==> src/rtl/alu_mdu_ctrl.sv <==
// ALU control decoder plus a sequential multiply/divide unit (RV32M/RV64M style).
// Multiply is radix-2 shift-add and divide is restoring; both take XLEN steps,
// so the latency is fixed regardless of operand values.
`timescale 1ns/1ps
module alu_mdu_ctrl #(
  parameter int XLEN = 32
) (
  input  logic            clk,
  input  logic            reset,
  input  logic [1:0]      ALUOp,
  input  logic            op5,
  input  logic [2:0]      func3,
  input  logic [6:0]      func7,
  input  logic            valid_in,
  input  logic            kill,
  input  logic [XLEN-1:0] srcA,
  input  logic [XLEN-1:0] srcB,
  output logic [3:0]      ALUControl,
  output logic            mdu_sel,
  output logic            stall,
  output logic            result_valid,
  output logic [XLEN-1:0] mdu_result
);

  localparam int CW = $clog2(XLEN);

  localparam logic [3:0] ALU_ADD  = 4'b0000;
  localparam logic [3:0] ALU_SUB  = 4'b0001;
  localparam logic [3:0] ALU_AND  = 4'b0010;
  localparam logic [3:0] ALU_OR   = 4'b0011;
  localparam logic [3:0] ALU_XOR  = 4'b0100;
  localparam logic [3:0] ALU_SLT  = 4'b0101;
  localparam logic [3:0] ALU_SLL  = 4'b0110;
  localparam logic [3:0] ALU_SRL  = 4'b0111;
  localparam logic [3:0] ALU_SRA  = 4'b1000;
  localparam logic [3:0] ALU_MOV  = 4'b1001;
  localparam logic [3:0] ALU_SLTU = 4'b1010;

  typedef enum logic [1:0] {IDLE, MUL, DIV, DONE} state_t;

  state_t            state, state_next;
  logic [CW-1:0]     count;
  logic [2:0]        op_q;
  logic              neg_res, neg_rem, div_zero;
  // opa: shifted multiplicand (mul) or dividend/quotient shift register (div)
  // opb: multiplier (mul) or divisor (div)
  // acc: product (mul) or partial remainder in the low XLEN+1 bits (div)
  logic [2*XLEN-1:0] opa, acc;
  logic [XLEN-1:0]   opb;

  logic              m_op, issue, last_step;
  logic              a_signed, b_signed, a_neg, b_neg;
  logic [XLEN-1:0]   a_mag, b_mag;
  logic [2*XLEN-1:0] mul_acc_next, prod;
  logic [XLEN:0]     rem_shift, rem_diff, rem_next;
  logic              rem_ok;
  logic [XLEN-1:0]   quo_next, quo_fix, rem_fix, mul_res, div_res, final_res;

  assign m_op      = (ALUOp == 2'b10) & op5 & (func7 == 7'b0000001);
  assign mdu_sel   = m_op;
  assign issue     = (state == IDLE) & valid_in & m_op & ~kill;
  assign last_step = (count == CW'(XLEN - 1));
  assign stall     = (valid_in & m_op & (state == IDLE)) | (state == MUL) | (state == DIV);

  // ALU opcode decode from the main-decoder class and funct fields
  always_comb begin
    ALUControl = ALU_ADD;
    case (ALUOp)
      2'b00: ALUControl = ALU_ADD;
      2'b01: ALUControl = ALU_SUB;
      2'b11: ALUControl = ALU_MOV;
      default: begin
        if (!m_op) begin
          case (func3)
            3'b000: ALUControl = (op5 & func7[5]) ? ALU_SUB : ALU_ADD;
            3'b001: ALUControl = ALU_SLL;
            3'b010: ALUControl = ALU_SLT;
            3'b011: ALUControl = ALU_SLTU;
            3'b100: ALUControl = ALU_XOR;
            3'b101: ALUControl = func7[5] ? ALU_SRA : ALU_SRL;
            3'b110: ALUControl = ALU_OR;
            default: ALUControl = ALU_AND;
          endcase
        end
      end
    endcase
  end

  // Operand signedness and magnitudes for the op being issued
  always_comb begin
    a_signed = func3[2] ? ~func3[0] : ((func3 == 3'b001) || (func3 == 3'b010));
    b_signed = func3[2] ? ~func3[0] : (func3 == 3'b001);
    a_neg    = a_signed & srcA[XLEN-1];
    b_neg    = b_signed & srcB[XLEN-1];
    a_mag    = a_neg ? -srcA : srcA;
    b_mag    = b_neg ? -srcB : srcB;
  end

  // One iteration of shift-add multiply and restoring divide, plus sign fix-up of the final step
  always_comb begin
    mul_acc_next = opb[0] ? (acc + opa) : acc;
    rem_shift    = {acc[XLEN-1:0], opa[XLEN-1]};
    rem_diff     = rem_shift - {1'b0, opb};
    rem_ok       = ~rem_diff[XLEN];
    rem_next     = rem_ok ? rem_diff : rem_shift;
    quo_next     = {opa[XLEN-2:0], rem_ok};
    prod         = neg_res ? -mul_acc_next : mul_acc_next;
    mul_res      = (op_q[1:0] == 2'b00) ? prod[XLEN-1:0] : prod[2*XLEN-1:XLEN];
    quo_fix      = div_zero ? '1 : (neg_res ? -quo_next : quo_next);
    rem_fix      = neg_rem ? -rem_next[XLEN-1:0] : rem_next[XLEN-1:0];
    div_res      = op_q[1] ? rem_fix : quo_fix;
    final_res    = (state == MUL) ? mul_res : div_res;
  end

  // Next-state logic; kill always wins and returns to IDLE
  always_comb begin
    state_next = state;
    if (kill) begin
      state_next = IDLE;
    end else begin
      case (state)
        IDLE:    if (valid_in && m_op) state_next = func3[2] ? DIV : MUL;
        MUL,
        DIV:     if (last_step) state_next = DONE;
        default: state_next = IDLE;
      endcase
    end
  end

  // State register
  always_ff @(posedge clk or posedge reset) begin
    if (reset) state <= IDLE;
    else       state <= state_next;
  end

  // Datapath: latch operands on issue, then step once per cycle; result registered on the last step
  always_ff @(posedge clk or posedge reset) begin
    if (reset) begin
      count        <= '0;
      op_q         <= '0;
      neg_res      <= 1'b0;
      neg_rem      <= 1'b0;
      div_zero     <= 1'b0;
      opa          <= '0;
      opb          <= '0;
      acc          <= '0;
      result_valid <= 1'b0;
      mdu_result   <= '0;
    end else begin
      result_valid <= 1'b0;
      if (issue) begin
        count    <= '0;
        op_q     <= func3;
        neg_res  <= a_neg ^ b_neg;
        neg_rem  <= a_neg;
        div_zero <= (srcB == '0);
        opa      <= {{XLEN{1'b0}}, a_mag};
        opb      <= b_mag;
        acc      <= '0;
      end else if (state == MUL || state == DIV) begin
        count <= count + 1'b1;
        if (state == MUL) begin
          acc <= mul_acc_next;
          opa <= opa << 1;
          opb <= opb >> 1;
        end else begin
          acc <= {{(XLEN-1){1'b0}}, rem_next};
          opa <= {{XLEN{1'b0}}, quo_next};
        end
        if (last_step && !kill) begin
          result_valid <= 1'b1;
          mdu_result   <= final_res;
        end
      end
    end
  end

endmodule

==> config.mk <==
export PLATFORM = sky130hd
export DESIGN_NAME = alu_mdu_ctrl
export DESIGN_NICKNAME = d
export VERILOG_FILES = /design/src/rtl/alu_mdu_ctrl.sv
export SDC_FILE = /design/constraint.sdc
export NUM_CORES = 1
export LEC_CHECK = 0
export CAP_MARGIN = 20
export CORE_UTILIZATION = 30
export DETAILED_ROUTE_END_ITERATION = 10
export SLEW_MARGIN = 30
export SYNTH_ARGS = -nofsm -noshare
export SYNTH_HDL_FRONTEND = slang
export SYNTH_SLANG_ARGS = --single-unit
export TNS_END_PERCENT = 50
==> constraint.sdc <==
create_clock -name clk -period 7.2 [get_ports clk]
set_input_delay 1.44 -clock clk [delete_from_list [all_inputs] [get_ports clk]]
set_output_delay 1.44 -clock clk [all_outputs]
set_load 0.1 [all_outputs]
==> results <==
- The most instantiated flip-flop cell in the synthesis netlist is dfrtp_1.
- The floorplan die height is 272 microns.
- The tool flagged a number of max-cap violations equal to 0.
- In this run switching power makes up 48.3% of total power.
- The share of total power dissipated in combinational logic is between 50% and 60%.
- The number of cells traversed by the worst register-to-register path is 27.
- The total non-filler cell area in the finished layout is around 25,000 sq um.
- The final hold violation count came to 0.
- The width of the die is 272 microns.
- The first global-routing pass estimated about 130,000 microns of wire.
- Leaving out fill and tap cells, the most frequent cell in the layout is nand2_1.
- The number of library cell types mapped by synthesis is 109.
- The clock passes through at most 3 buffers.
- In this run the power density over the cells is 269 nW/um^2.
- The part of the total power dissipated in the clock network is around a fifth.
- The via count of the first global-routing pass is 21,000.
- The clock period minus final worst setup slack is 6.79 ns.
- The CTS tree is built.
- The number of DRC violations after detailed-routing iteration 0 is 2,445.
- The initial antenna violation count is 1.
- The worst register-to-register path begins at opa[31]$_DFFE_PP0P_.
- The via count is 23,000.
- Sequential cells burn 20.7% of the power.
- Including well taps, the total number of placed cells is 3,824.
- The detailed placement HPWL is a little under 70,000 microns.
- The I/O pin total is 120.
- The maximum net fanout on the critical path is 12.
- The worst hold path begins at mdu_result[8]$_DFFE_PP0P_.
- The number of hold-repair buffers added at the cts stage is 0.
- The net count of the finished layout is 3,097.
- The post-synthesis instance total is 2,876.
- The count of buffers added on input and output ports is 119.
- The via count normalized by instance count is 5.92.
- The share of async-settable or async-resettable flops after synthesis is 100%.
- The die covers 74,300 sq um.
- The setup TNS is 0 ns.
- The worst setup slack after layout is 0.409 ns.
- The synthesis-to-layout area growth is 14.4%.
- After detailed placement, the total cell area comes to 24,100 sq um.
- Counting every sink on the clock net gives a little over 200.
- The endpoint identified for the worst register-to-register timing path is mdu_result[31]$_DFFE_PP0P_.
- The required arrival time at the worst endpoint is approximately 7.6 ns.
- The class of the most critical hold timing path is flop to flop.
- The number of H-tree levels is 1.
- After layout, the design draws a total of about 6.8 mW.
- In the layout the commonest cells are 331 x nand2_1, 255 x o21ai_0, 232 x nor2_1.
- Clock latency on the worst-skew pair, taken at its later pin, is 0.58 ns.
- The first-pass iteration count of the detailed router is 6.
- STA classifies the critical path endpoint as a flop.
- The count of final max-slew check failures was 0.
- Sequential cells were found to cover a little under a quarter of the synthesized design area.
- The overall track demand over capacity in global routing is 22.7%.
- The final routed wire length divided by cell count is 22.6 microns.
- The initialized floorplan defines 98 standard-cell rows.
- The leakage power is approximately 9.9 nW.
- The initial standard-cell utilization of the core is between 30 and 40%.
- The final layout contains routed wiring with a total length of 87,400 microns.
- The clock arrives with 0.0289 ns of skew.
- The non-filler instance count after layout is around 3,900.
- The analysis attributes to net switching a power of ~3.3 mW.
- For the pin with the worst max-slew slack, the measured transition is 0.987 ns.
- Cell internal power was estimated by the tool at 3.50 mW.
- The total congestion overflow after global routing is 0.
- The worst-case setup slack after placement is 0.0323 ns.
- The residual antenna-violating net count after detailed routing is 0.
- In this run the register-to-register setup slack is between 0.4 and 0.5 ns.
- The startpoint type of the worst setup path is a flop.
- The largest net degree at the start of global routing is between 100 and 150.
- For this run, design rule violations remaining after detail routing come to 0.
- The synthesized area per cell is 7.63 sq um.
- The count of final setup violators is 0.
- The data arrival time at the worst-slack endpoint is 7.19 ns.
- The warning count from the yosys run is 0.
- The post-CTS clock slew at the launch and capture registers of the worst setup and hold paths is approximately 0.06 ns.
- The synthesized flop and latch total is 205.
- The placeable core area is 72,000 sq um.
- The top achievable clock speed is 147 MHz.
- The count of cells along the worst hold path is 2.
- The number of clock buffers added by TritonCTS is 26.
- The worst min-delay path endpoint is mdu_result[8]$_DFFE_PP0P_.
- The share of cells above drive strength 1 is 6.97%.
- Hold timing on the final database bottoms out at a slack of 0.481 ns.
- The antenna diode instance count is 0.
- The net count after synthesis is 3,066.
- The run finished with clean final reports.
- The clock root buffer master is clkbuf_16.
- The count of flip-flops with a built-in enable after synthesis is 0.
- The cell area that synthesis handed to floorplanning was between 20,000 and 25,000 sq um.
- The path type of the worst setup path is flop to flop.
- The final clock period utilization by the worst path is 94.3%.
- For this run, the share of the core covered by cells in the final layout is between 30% and 40%.
- The highest ir drop seen on vdd is 0.186 mV.
- Measured against its own limit, the worst slew margin works out to between 30% and 40%.
- Routability-driven placement finished with a final weighted congestion of 1.02.
-- synthesized netlist by cell type, types with 9 or more instances --
library cell / n / area share, %
a221oi_1: 29 / 1.2
and4_1: 12 / 0.48
dfrtp_1: 205 / 23
a211o_1: 13 / 0.52
o211ai_1: 25 / 0.86
clkbuf_1: 122 / 2.1
xor2_1: 81 / 3.2
a221o_1: 9 / 0.41
nand2b_1: 32 / 0.91
mux2i_1: 125 / 5.7
nand3_1: 61 / 1.4
mux2_2: 10 / 0.51
nor4_1: 33 / 0.94
or2_2: 12 / 0.34
xnor2_1: 104 / 4.1
o21a_1: 26 / 0.89
or4_1: 10 / 0.34
o21ai_1: 17 / 0.39
a31oi_1: 34 / 0.97
a21oi_1: 205 / 4.7
a211oi_1: 32 / 1.1
o41ai_1: 21 / 0.84
and3_1: 15 / 0.43
nor2b_1: 24 / 0.68
ha_1: 107 / 6.1
nor2_1: 237 / 4.1
o31ai_1: 51 / 1.7
o221ai_1: 12 / 0.48
a21o_1: 30 / 1.0
nor3_1: 73 / 1.7
nand2_1: 332 / 5.7
inv_1: 93 / 1.6
o311ai_0: 9 / 0.36
o211a_1: 10 / 0.46
o21ai_0: 257 / 5.9
and2_1: 16 / 0.46
a21boi_0: 9 / 0.31
a22oi_1: 13 / 0.44
buf_2: 26 / 0.59
a22o_1: 48 / 1.9
nand4_1: 62 / 1.8
or3_1: 39 / 1.1
buf_1: 22 / 0.38
-- per-layer routing --
| layer | vias up | global-route usage (%) | part of all wire, % | wire, microns |
|---|---|---|---|---|
| li1 | 10800 | - | - | - |
| met1 | 11200 | 32.1 | 46 | 40300 |
| met2 | 846 | 35.5 | 44 | 38400 |
| met3 | 138 | 3.58 | 6.8 | 5930 |
| met4 | 0 | 6.67 | 3.3 | 2880 |
| met5 | - | 0 | 0 | 0 |
-- timing repair --
item | CTS | global route
setup endpoints to repair | 1 | 10
setup buffers | 0 | 5
pin swaps | 0 | 6
resized for setup | 1 | 11
-- sequential cells by signal (all words and copies together), names as in the netlist --
name,flops
neg_res,1
opa,64
state,2
acc,64
count,5
op_q,2
result_valid,1
neg_rem,1
opb,32
div_zero,1
mdu_result,32
-- power by group through the flow --
stage | Clock, mW | Combinational, mW | Sequential [mW]
after global routing | 1.44 | 4.27 | 1.40
after detailed placement | 0 | 3.82 | 1.41
after CTS | 1.39 | 3.85 | 1.39
after floorplan | 0 | 2.59 | 1.42
final | 1.38 | 3.99 | 1.40
after global placement | 0 | 3.82 | 1.41
-- cell type report --
type	instances	area, sq um
Fill cell	7648	46900
Sequential cell	205	5130
Inverter	96	369
Tap cell	950	1190
Timing Repair Buffer	181	1680
Multi-Input combinational cell	2397	15900
Clock inverter	6	62.6
Clock buffer	42	812
-- cells by family (layout without fill, tap and decap cells) --
logic type	after synthesis	in the layout	share of synthesized area, %
adder cells (fa/ha/maj)	109	109	6.28
AND/OR/NAND/NOR	1003	1003	22.3
multiplexers	136	136	6.32
buffers and inverters	274	325	4.99
flip-flops	205	205	23.4
XOR/XNOR	185	185	7.38
AO/OA/AOI/OAI	964	964	29.4
-- worst max-delay path by stage --
stage / slack (ns) / startpoint / end / cells past startpoint
floorplan: 0.04 / opa[31]$_DFFE_PP0P_ / mdu_result[30]$_DFFE_PP0P_ / 33
global route: -0.006 / opa[31]$_DFFE_PP0P_ / mdu_result[29]$_DFFE_PP0P_ / 27
finish: 0.41 / opa[31]$_DFFE_PP0P_ / mdu_result[31]$_DFFE_PP0P_ / 27
global placement: 0.15 / opa[31]$_DFFE_PP0P_ / mdu_result[29]$_DFFE_PP0P_ / 28
detailed placement: 0.03 / opa[31]$_DFFE_PP0P_ / mdu_result[29]$_DFFE_PP0P_ / 28
CTS: 0.14 / opa[31]$_DFFE_PP0P_ / mdu_result[29]$_DFFE_PP0P_ / 28
-- critical path, cell delays in order (launching register included) --
cell       delay, ns
dfrtp_1         0.37
inv_1           0.08
ha_1            0.17
inv_1           0.05
fa_1            0.43
a211oi_2        0.33
o21ai_1         0.15
and4_1          0.25
o211ai_1        0.30
a21oi_1         0.16
or3_1           0.34
a31oi_2         0.21
nor2b_1         0.06
o21ai_0         0.15
nand2b_1        0.12
ha_4            0.33
buf_4           0.21
and4b_1         0.20
a2111o_1        0.44
a2111oi_4       0.29
nand4_1         0.23
or4_1           0.62
nand3b_4        0.22
nor3_1          0.21
a31oi_1         0.12
xnor2_1         0.16
o31ai_1         0.29
a211oi_1        0.09
No activity file was read; power rests on OpenSTA's default activity.
